==> config.mk <==
export PLATFORM = sky130hd
export DESIGN_NAME = sync_fifo_flags
export DESIGN_NICKNAME = d
export VERILOG_FILES = /design/src/rtl/sync_fifo_pkg.sv /design/src/rtl/sync_fifo_ram.sv /design/src/rtl/sync_fifo_flags.sv
export SDC_FILE = /design/constraint.sdc
export NUM_CORES = 1
export LEC_CHECK = 0
export BUFFER_PORTS_ARGS = -buffer_cell sky130_fd_sc_hd__buf_2
export CORE_MARGIN = 8
export CORE_UTILIZATION = 40
export CTS_BUF_LIST = sky130_fd_sc_hd__clkbuf_4 sky130_fd_sc_hd__clkbuf_8 sky130_fd_sc_hd__clkbuf_16
export DETAILED_ROUTE_END_ITERATION = 6
export GPL_TIMING_DRIVEN = 0
export PLACE_DENSITY_LB_ADDON = 0.25
export SETUP_SLACK_MARGIN = 0.05
export SYNTH_ARGS = -nofsm -noshare
export SYNTH_HDL_FRONTEND = slang
export SYNTH_HIERARCHICAL = 1
export SYNTH_SLANG_ARGS = --single-unit
==> constraint.sdc <==
create_clock -name clk -period 3.35 [get_ports clk]
set_input_delay 0.1675 -clock clk [delete_from_list [all_inputs] [get_ports clk]]
set_output_delay 0.1675 -clock clk [all_outputs]
set_load 0.01 [all_outputs]
==> src/rtl/sync_fifo_pkg.sv <==
// rtl/sync_fifo_pkg.sv - shared sizing helpers and defaults for sync_fifo_flags
package sync_fifo_pkg;

    // Number of bits needed to hold a count in the range 0..depth inclusive
    function automatic int level_width(input int depth);
        int w;
        w = 1;
        while ((1 << w) <= depth) begin
            w++;
        end
        return w;
    endfunction

    // Entries in a FIFO addressed by depth_bits pointer bits
    function automatic int depth_of(input int depth_bits);
        return 1 << depth_bits;
    endfunction

    // almost_full threshold must be reachable and non-zero; almost_empty must be below full
    function automatic bit thresh_ok(input int af, input int ae, input int depth);
        return (af >= 1) && (af <= depth) && (ae >= 0) && (ae <= depth - 1);
    endfunction

    localparam int DEFAULT_DEPTH_BITS = 3;
    localparam int DEPTH              = depth_of(DEFAULT_DEPTH_BITS);
    localparam int LEVEL_W            = level_width(DEPTH);

endpackage

==> src/rtl/sync_fifo_ram.sv <==
// rtl/sync_fifo_ram.sv - dual-port storage, synchronous write, asynchronous read
module sync_fifo_ram #(
    parameter int DEPTH_BITS = 3,
    parameter int DATA_WIDTH = 8
) (
    input  logic                  i_clk,
    input  logic                  i_wr_en,
    input  logic [DEPTH_BITS-1:0] i_wr_addr,
    input  logic [DATA_WIDTH-1:0] i_wr_data,
    input  logic [DEPTH_BITS-1:0] i_rd_addr,
    output logic [DATA_WIDTH-1:0] o_rd_data
);

    logic [DATA_WIDTH-1:0] r_mem [2**DEPTH_BITS];

    // Storage is never reset; stale words are unreachable once pointers are cleared
    always_ff @(posedge i_clk) begin
        if (i_wr_en) begin
            r_mem[i_wr_addr] <= i_wr_data;
        end
    end

    assign o_rd_data = r_mem[i_rd_addr];

endmodule

==> src/rtl/sync_fifo_flags.sv <==
// rtl/sync_fifo_flags.sv - single-clock FIFO with level, threshold flags and sticky errors; SYNC_FIFO_FWFT_EN selects first-word-fall-through
module sync_fifo_flags
    import sync_fifo_pkg::*;
#(
    parameter int DEPTH_BITS = DEFAULT_DEPTH_BITS,
    parameter int DATA_WIDTH = 8,
    parameter int AF_THRESH  = (2**DEPTH_BITS) - 2,
    parameter int AE_THRESH  = 2
) (
    input  logic                  clk,
    input  logic                  rst,
    input  logic                  wr_en,
    input  logic [DATA_WIDTH-1:0] wr_data,
    input  logic                  rd_en,
    output logic [DATA_WIDTH-1:0] rd_data,
    output logic                  rd_valid,
    output logic [DEPTH_BITS:0]   level,
    output logic                  empty,
    output logic                  full,
    output logic                  half_full,
    output logic                  almost_empty,
    output logic                  almost_full,
    output logic                  overflow,
    output logic                  underflow,
    input  logic                  clr_err
);

    localparam int FIFO_DEPTH = depth_of(DEPTH_BITS);
    localparam int LW         = DEPTH_BITS + 1;

    localparam logic [LW-1:0] L_FULL = LW'(FIFO_DEPTH);
    localparam logic [LW-1:0] L_HALF = LW'(FIFO_DEPTH / 2);
    localparam logic [LW-1:0] L_AF   = LW'(AF_THRESH);
    localparam logic [LW-1:0] L_AE   = LW'(AE_THRESH);

    generate
        if (!thresh_ok(AF_THRESH, AE_THRESH, FIFO_DEPTH) || level_width(FIFO_DEPTH) != LW) begin : g_bad_cfg
            $error("sync_fifo_flags: AF_THRESH must be 1..DEPTH and AE_THRESH 0..DEPTH-1");
        end
    endgenerate

    logic [DEPTH_BITS-1:0] r_wr_ptr;
    logic [DEPTH_BITS-1:0] r_rd_ptr;
    logic [LW-1:0]         r_level;
    logic                  r_overflow;
    logic                  r_underflow;
    logic [DATA_WIDTH-1:0] w_mem_rd;
    logic                  w_full;
    logic                  w_empty;
    logic                  w_wr_acc;
    logic                  w_rd_acc;

    // Full/empty come from the registered level so no request input reaches a flag
    assign w_full   = (r_level == L_FULL);
    assign w_empty  = (r_level == '0);
    assign w_wr_acc = wr_en && (!w_full || rd_en);
    assign w_rd_acc = rd_en && !w_empty;

    sync_fifo_ram #(
        .DEPTH_BITS (DEPTH_BITS),
        .DATA_WIDTH (DATA_WIDTH)
    ) u_ram (
        .i_clk     (clk),
        .i_wr_en   (w_wr_acc),
        .i_wr_addr (r_wr_ptr),
        .i_wr_data (wr_data),
        .i_rd_addr (r_rd_ptr),
        .o_rd_data (w_mem_rd)
    );

    // Pointers wrap naturally; level tracks the net effect of accepted push/pop
    always_ff @(posedge clk) begin
        if (rst) begin
            r_wr_ptr <= '0;
            r_rd_ptr <= '0;
            r_level  <= '0;
        end else begin
            if (w_wr_acc) begin
                r_wr_ptr <= r_wr_ptr + DEPTH_BITS'(1);
            end
            if (w_rd_acc) begin
                r_rd_ptr <= r_rd_ptr + DEPTH_BITS'(1);
            end
            case ({w_wr_acc, w_rd_acc})
                2'b10:   r_level <= r_level + LW'(1);
                2'b01:   r_level <= r_level - LW'(1);
                default: r_level <= r_level;
            endcase
        end
    end

    // Sticky error flags; a fresh error in the clearing cycle wins over clr_err
    always_ff @(posedge clk) begin
        if (rst) begin
            r_overflow  <= 1'b0;
            r_underflow <= 1'b0;
        end else begin
            if (wr_en && w_full && !rd_en) begin
                r_overflow <= 1'b1;
            end else if (clr_err) begin
                r_overflow <= 1'b0;
            end
            if (rd_en && w_empty) begin
                r_underflow <= 1'b1;
            end else if (clr_err) begin
                r_underflow <= 1'b0;
            end
        end
    end

`ifdef SYNC_FIFO_FWFT_EN
    assign rd_data  = w_mem_rd;
    assign rd_valid = !w_empty;
`else
    logic [DATA_WIDTH-1:0] r_rd_data;
    logic                  r_rd_valid;

    // Registered read: popped word appears one cycle after the accepted pop, then holds
    always_ff @(posedge clk) begin
        if (rst) begin
            r_rd_data  <= '0;
            r_rd_valid <= 1'b0;
        end else begin
            r_rd_valid <= w_rd_acc;
            if (w_rd_acc) begin
                r_rd_data <= w_mem_rd;
            end
        end
    end

    assign rd_data  = r_rd_data;
    assign rd_valid = r_rd_valid;
`endif

    assign level        = r_level;
    assign empty        = w_empty;
    assign full         = w_full;
    assign half_full    = (r_level >= L_HALF);
    assign almost_empty = (r_level <= L_AE);
    assign almost_full  = (r_level >= L_AF);
    assign overflow     = r_overflow;
    assign underflow    = r_underflow;

endmodule
# Word-level counts from Yosys, hierarchy flattened

Memory sizes are Yosys's and may differ from the RTL's. A register that Yosys moved wholly into a read port is not among the register bits.
Index checks and enable logic that the tools add are counted.

$add $sub $neg: 4
Order comparisons: 3
Eq/ne operators: 3
Multiplexer cells: 6
Reductions and logical operators: 13

Operators with widths:

| cell                                                              | number |
|---|---|
| greater-or-equal comparator 4 x 3 -> 1 bit, second input constant | 2 |
| one-hot mux 4 bit (2 select lines)                                | 1 |
| adder 3 x 1 -> 3 bit, second input constant                       | 2 |
| nonzero test 2 bit                                                | 3 |
| logical AND 1 bit                                                 | 5 |
| two-way mux 1 bit                                                 | 5 |
| adder 4 x 1 -> 4 bit, second input constant                       | 1 |
| equality test 4 bit, second input constant                        | 1 |
| less-or-equal comparator 4 x 2 -> 1 bit, second input constant    | 1 |
| logical NOT 4 bit                                                 | 1 |
| subtractor 4 x 1 -> 4 bit, second input constant                  | 1 |
| logical NOT 1 bit                                                 | 3 |
| equality test 2 x 1 -> 1 bit, second input constant               | 1 |
| equality test 2 bit, second input constant                        | 1 |
| logical OR 1 bit                                                  | 1 |

Register bits after elaboration: 13
RAM bits: 64
Bits of input ports: 13
Output and inout bits: 20
Word-level logic and storage cells: 36
Memories kept: 1

Memory list:

| memory      | words | bits a word | rd ports | clocked after Yosys merged registers in | write ports | RTL line            | text |
|---|---|---|---|---|---|---|---|
| u_ram.r_mem | 8     | 8           | 1        | 1                                       | 1           | sync_fifo_ram.sv:14 | `logic [DATA_WIDTH-1:0] r_mem [2**DEPTH_BITS];` |

# Logic depth before layout (Yosys ltp)

Depth in word-level cells: 6
Depth in mapped cells: 11
Gate-level depth less buffers: 10

# Cells and area by module

The synthesis kept the hierarchy.

By module, submodules not included:

| module          | instances | cells an instance | area each (µm²) | seq. area each (µm²) |
|---|---|---|---|---|
| sync_fifo_ram   | 1         | 106               | 2531.2          | 1921.8 |
| sync_fifo_flags | 1         | 107               | 919.6           | 420.4 |

# Least setup slack after synthesis

OpenSTA, ideal clock, no wires.

Kind: reg-to-reg
Start: register r_level[0] (netlist: level[0])
End: register r_level[3] (netlist: level[3])
Library setup time: 70 ps
Data arrival time: 2740 ps
Data required time: 3280 ps
Path slack: 540 ps
Stages on the path, launching flop included: 11
Path buffers: 1
Clock period less this slack: 2810 ps
Cells stage by stage: dfxtp_1 nor4_1 nand2b_1 inv_1 buf_2 ha_1 ha_1 a21oi_1 a21oi_1 or4_1 a21oi_1

Elaborated cells between the ends (all ways): 13
Those cells by class: 2 x add/sub; 3 x eq/ne; 1 x mux; 7 x reduce/logical

RTL lines:

| element                                                                         | RTL line              | text |
|---|---|---|
| from (decl)                                                                     | sync_fifo_flags.sv:44 | `logic [LW-1:0] r_level;` |
| from (signal assigned)                                                          | sync_fifo_flags.sv:85 | `2'b10: r_level <= r_level + LW'(1);` |
| from (signal assigned)                                                          | sync_fifo_flags.sv:86 | `2'b01: r_level <= r_level - LW'(1);` |
| from (signal assigned)                                                          | sync_fifo_flags.sv:87 | `default: r_level <= r_level;` |
| logical NOT 4 bit (*)                                                           | sync_fifo_flags.sv:55 | `assign w_empty = (r_level == '0);` |
| via empty                                                                       | sync_fifo_flags.sv:18 | `output logic empty,` |
| logical NOT 1 bit (*)                                                           | sync_fifo_flags.sv:57 | `assign w_rd_acc = rd_en && !w_empty;` |
| logical AND 1 bit (*)                                                           | sync_fifo_flags.sv:57 |  |
| via w_rd_acc                                                                    | sync_fifo_flags.sv:51 | `logic w_rd_acc;` |
| equality test 2 x 1 -> 1 bit / equality test 2 bit (equally long branches)      | sync_fifo_flags.sv:84 | `case ({w_wr_acc, w_rd_acc})` |
| one-hot mux 4 bit (2 select lines) / nonzero test 2 bit (equally long branches) | n/a                   |  |

Mark *: on every way through the listed nets, which the timed path passes. The rest lies on a longest branch.
A chain may end at the register's enable or synchronous reset.

# Final worst setup path

Start: register r_level[0] (netlist: level[0])
End: register r_level[3] (netlist: level[3])

Elaborated cells between the ends (all ways): 13
Those cells by class: 2 x add/sub; 3 x eq/ne; 1 x mux; 7 x reduce/logical

RTL lines:

| element                                                                         | RTL line |
|---|---|
| logical NOT 4 bit (*)                                                           | sync_fifo_flags.sv:55 |
| logical NOT 1 bit (*)                                                           | sync_fifo_flags.sv:57 |
| logical AND 1 bit (*)                                                           | sync_fifo_flags.sv:57 |
| via w_rd_acc                                                                    | sync_fifo_flags.sv:51 |
| equality test 2 x 1 -> 1 bit / equality test 2 bit (equally long branches)      | sync_fifo_flags.sv:84 |
| one-hot mux 4 bit (2 select lines) / nonzero test 2 bit (equally long branches) | n/a |

Marked as above.

==> flow_metrics.py <==
metrics = {
    "global_route": {
        "grt_usage_pct": 11.16,
        "grt_first_pass_wirelength_um": 9666,
        "grt.overflow.total": 0,
        "antenna_found_initial": 0,
        "grt_pass1_vias": 1753,
        "grt_max_degree": 18,
    },
    "pwr": {
        "vdd_drop_max_mv": 0.3485,
        "finalPower_mw": 2.672,
        "leakage_nw": 1.430,
        "power.density_nw_per_um2": 675.7,
    },
    "cts": {
        "cts_tree": "done",
        "clockRootBuffer": "clkbuf_8",
        "cts.path.max_buffers": 2,
        "clock_latency_ps": 350,
        "h-tree-depth": 3,
        "cts_buffers": 9,
        "clkSinkCount": 85,
        "clk_pin_slew_ps": 100,
        "cts-resized-gates": 0,
    },
    "setup_path": {
        "path_class": "flop to flop",
        "cp-endpoint": "level[3]",
        "reg2reg_depth": 10,
        "ff2ff_setup_slack_ps": 440,
        "endpoint_kind": "flop",
        "path_max_fanout": 10,
        "required_ps": 3630,
        "reg2reg_to": "level[3]",
        "timing.rr.start": "level[0]",
        "cp-start-kind": "flop",
        "max_stage_delay_ps": 490,
        "crit_arrival_ps": 3190,
        "critPathLaunch": "level[0]",
        "crit_path_top_delay_cell": "nor4_1",
        "timing.critical_path.mode_cell": "a21oi_1",
        "cp_cell_sequence": "nor4_1 > nand2b_1 > inv_1 > buf_2 > ha_1 > ha_1 > a21oi_1 > a21oi_1 > or4_1 > a21oi_1",
    },
    "floorplanning": {
        "dieArea_um2": 11850,
        "die_h_um": 108.9,
        "die_w_um": 108.9,
        "design.core.area_um2": 8551,
        "pin_count": 33,
        "initial_core_util_pct": 40.36,
        "fp-row-count": 34,
    },
    "final_layout": {
        "regArea_um2": 2342,
        "drive_gt1_share_pct": 25.57,
        "diodes": 0,
        "area_delta_synth_final_pct": 14.61,
        "layout.nets": 276,
        "multiInputGateArea_um2": 1032,
        "fillCellCount": 756,
    },
    "routing": {
        "drt-initial-drc-count": 52,
        "vias": 1811,
        "wl_met1_um": 2886,
        "met2_length_um": 2957,
        "routed_wl_um": 6249,
        "routed_via_density": 4.895,
        "drt_pass1_iterations": 4,
        "wl_per_cell_um": 16.89,
        "wl_met3_um": 331,
        "dr.max_layer_used": "met4",
        "drc": 0,
        "ant_nets": 0,
    },
    "hold_path": {
        "hp-start": "wr_data[4]",
        "hold_path_class": "primary input to flop",
    },
    "place": {
        "dp_hpwl_um": 4132,
        "gp_congestion": 0.6903,
        "numPortBuffers": 32,
    },
    "sta": {
        "tns_ps": 0,
        "hold_ws_ps": 87.92,
        "relSlewSlack_pct": 38.55,
        "setup_viol": 0,
        "max_freq_mhz": 343.7,
        "worst_pin_slew_ps": 918.4,
        "worst_clock_skew_ps": 16.86,
        "rsz0062_at_grt": "no",
        "min_period_ps": 2910,
        "final_max_slew_viol_count": 0,
        "finalCritPeriodShare_pct": 86.86,
        "finalHoldViolations": 0,
    },
    "yosys": {
        "syn_area_per_cell_um2": 16.20,
        "yosysTopAreaCell": "edfxtp_1",
        "seq_area_frac_synth_pct": 67.88,
        "synth_nets": 232,
        "synth-async-reset-ratio_pct": 0,
        "synth_top_area_share_pct": 55.69,
        "synth_cell_types": 33,
        "synth-seq-cells": 85,
        "netlist_area_um2": 3451,
        "ys.flop_type": "edfxtp_1",
        "ys_top_cells_by_count": "edfxtp_1 (64), dfxtp_1 (21), nand2_1 (21)",
        "synth.area.top_cells": "edfxtp_1 (56%), dfxtp_1 (12%), mux4_1 (11%), mux2_2 (2.6%), a21oi_1 (2.5%)",
        "synth-edff-count": 64,
        "yosys_warnings": 6,
        "yosysMostFrequentCell": "edfxtp_1",
        "syn_inst": 213,
    },
    "run": {
        "maxCapViolations": 0,
    },
    "status": {
        "status": "finished, final reports clean",
    },
}
==> through the flow <==
stage / util [%] / worst slack [ps] / instances / instance area (um2)
6_report: 46.25 / 440.2 / 370 / 3955
5_1_grt: 46.25 / 216.3 / 370 / 3955
4_1_cts: 46.20 / 464.3 / 370 / 3950
3_5_place_dp: 43.87 / 483.1 / 353 / 3751
3_3_place_gp: 43.81 / 547.6 / 353 / 3746
2_1_floorplan: - / 539.8 / 213 / 3451
==> power breakdown <==
group	internal [mW]	switching [mW]
Combinational	0.333	0.363
Clock	0.289	0.395
Sequential	1.23	0.0666
==> cell type report <==
cell class	instances	area share, %
Sequential cell	85	59.22
Multi-Input combinational cell	113	26.10
Timing Repair Buffer	33	4.302
Tap cell	108	3.417
Clock buffer	9	3.132
Clock inverter	7	1.645
Buffer	9	1.613
Inverter	6	0.5694
==> kinds of logic after synthesis <==
group,Yosys count,synth area share [%]
adders and majority gates,6,2.393
muxes,25,14.97
DFF,85,67.88
buffers and inverters,15,2.502
and+or+nand+nor,55,7.143
AOI/OAI and AO/OA,21,3.590
xor gates and xnor gates,6,1.523
==> flip-flops by register name, summed over array words and instances (netlist names) <==
signal       cells
u_ram/r_mem     64
rd_data          8
level            4
r_rd_ptr         3
r_wr_ptr         3
overflow         1
rd_valid         1
underflow        1
==> placed cells by master (no fill, tap or decap), types with 2 or more instances in the layout <==
cell and n:
nand2b_1 4, mux2_2 8, clkbuf_8 9, edfxtp_1 64
nor3_2 2, inv_6 3, inv_8 2, buf_2 34
dfxtp_1 21, mux4_1 15, nor2_1 20, nor2b_1 2
xor2_1 5, ha_1 5, a21oi_1 17, nand2_1 21
inv_1 6, clkbuf_1 3
==> worst min path at each step <==
| stage | endpoint | slack, ps | cells after the start |
|---|---|---|---|
| 4_1_cts | u_ram/r_mem[7][3] | 80 | 1 |
| 2_1_floorplan | rd_data[6] | 240 | 1 |
| 3_3_place_gp | rd_data[6] | 350 | 2 |
| 5_1_grt | u_ram/r_mem[3][7] | 80 | 1 |
| 3_5_place_dp | rd_data[6] | 350 | 2 |
| 6_report | u_ram/r_mem[3][4] | 90 | 1 |
==> critical path, delay by kind of cell, from the launching register on <==
family	cells	cell delay, ps
and+or+nand+nor	3	1170
adders and majority gates	2	550
AOI/OAI and AO/OA	3	460
DFF	1	380
buffers and inverters	2	270
==> metal layers <==
layer | up-vias | GRT usage, %
li1 | 895 | -
met3 | 7 | 2.896
met1 | 878 | 14.61
met4 | 0 | 4.399
met2 | 31 | 17.37
met5 | - | 0
==> timing repair <==
item,4_1_cts,5_1_grt
hold buffers,1,0
buffers inserted,0,0
endpoints found under the hold margin,1,0
setup endpoints to repair,0,0
(Power assumes the default switching activity.)
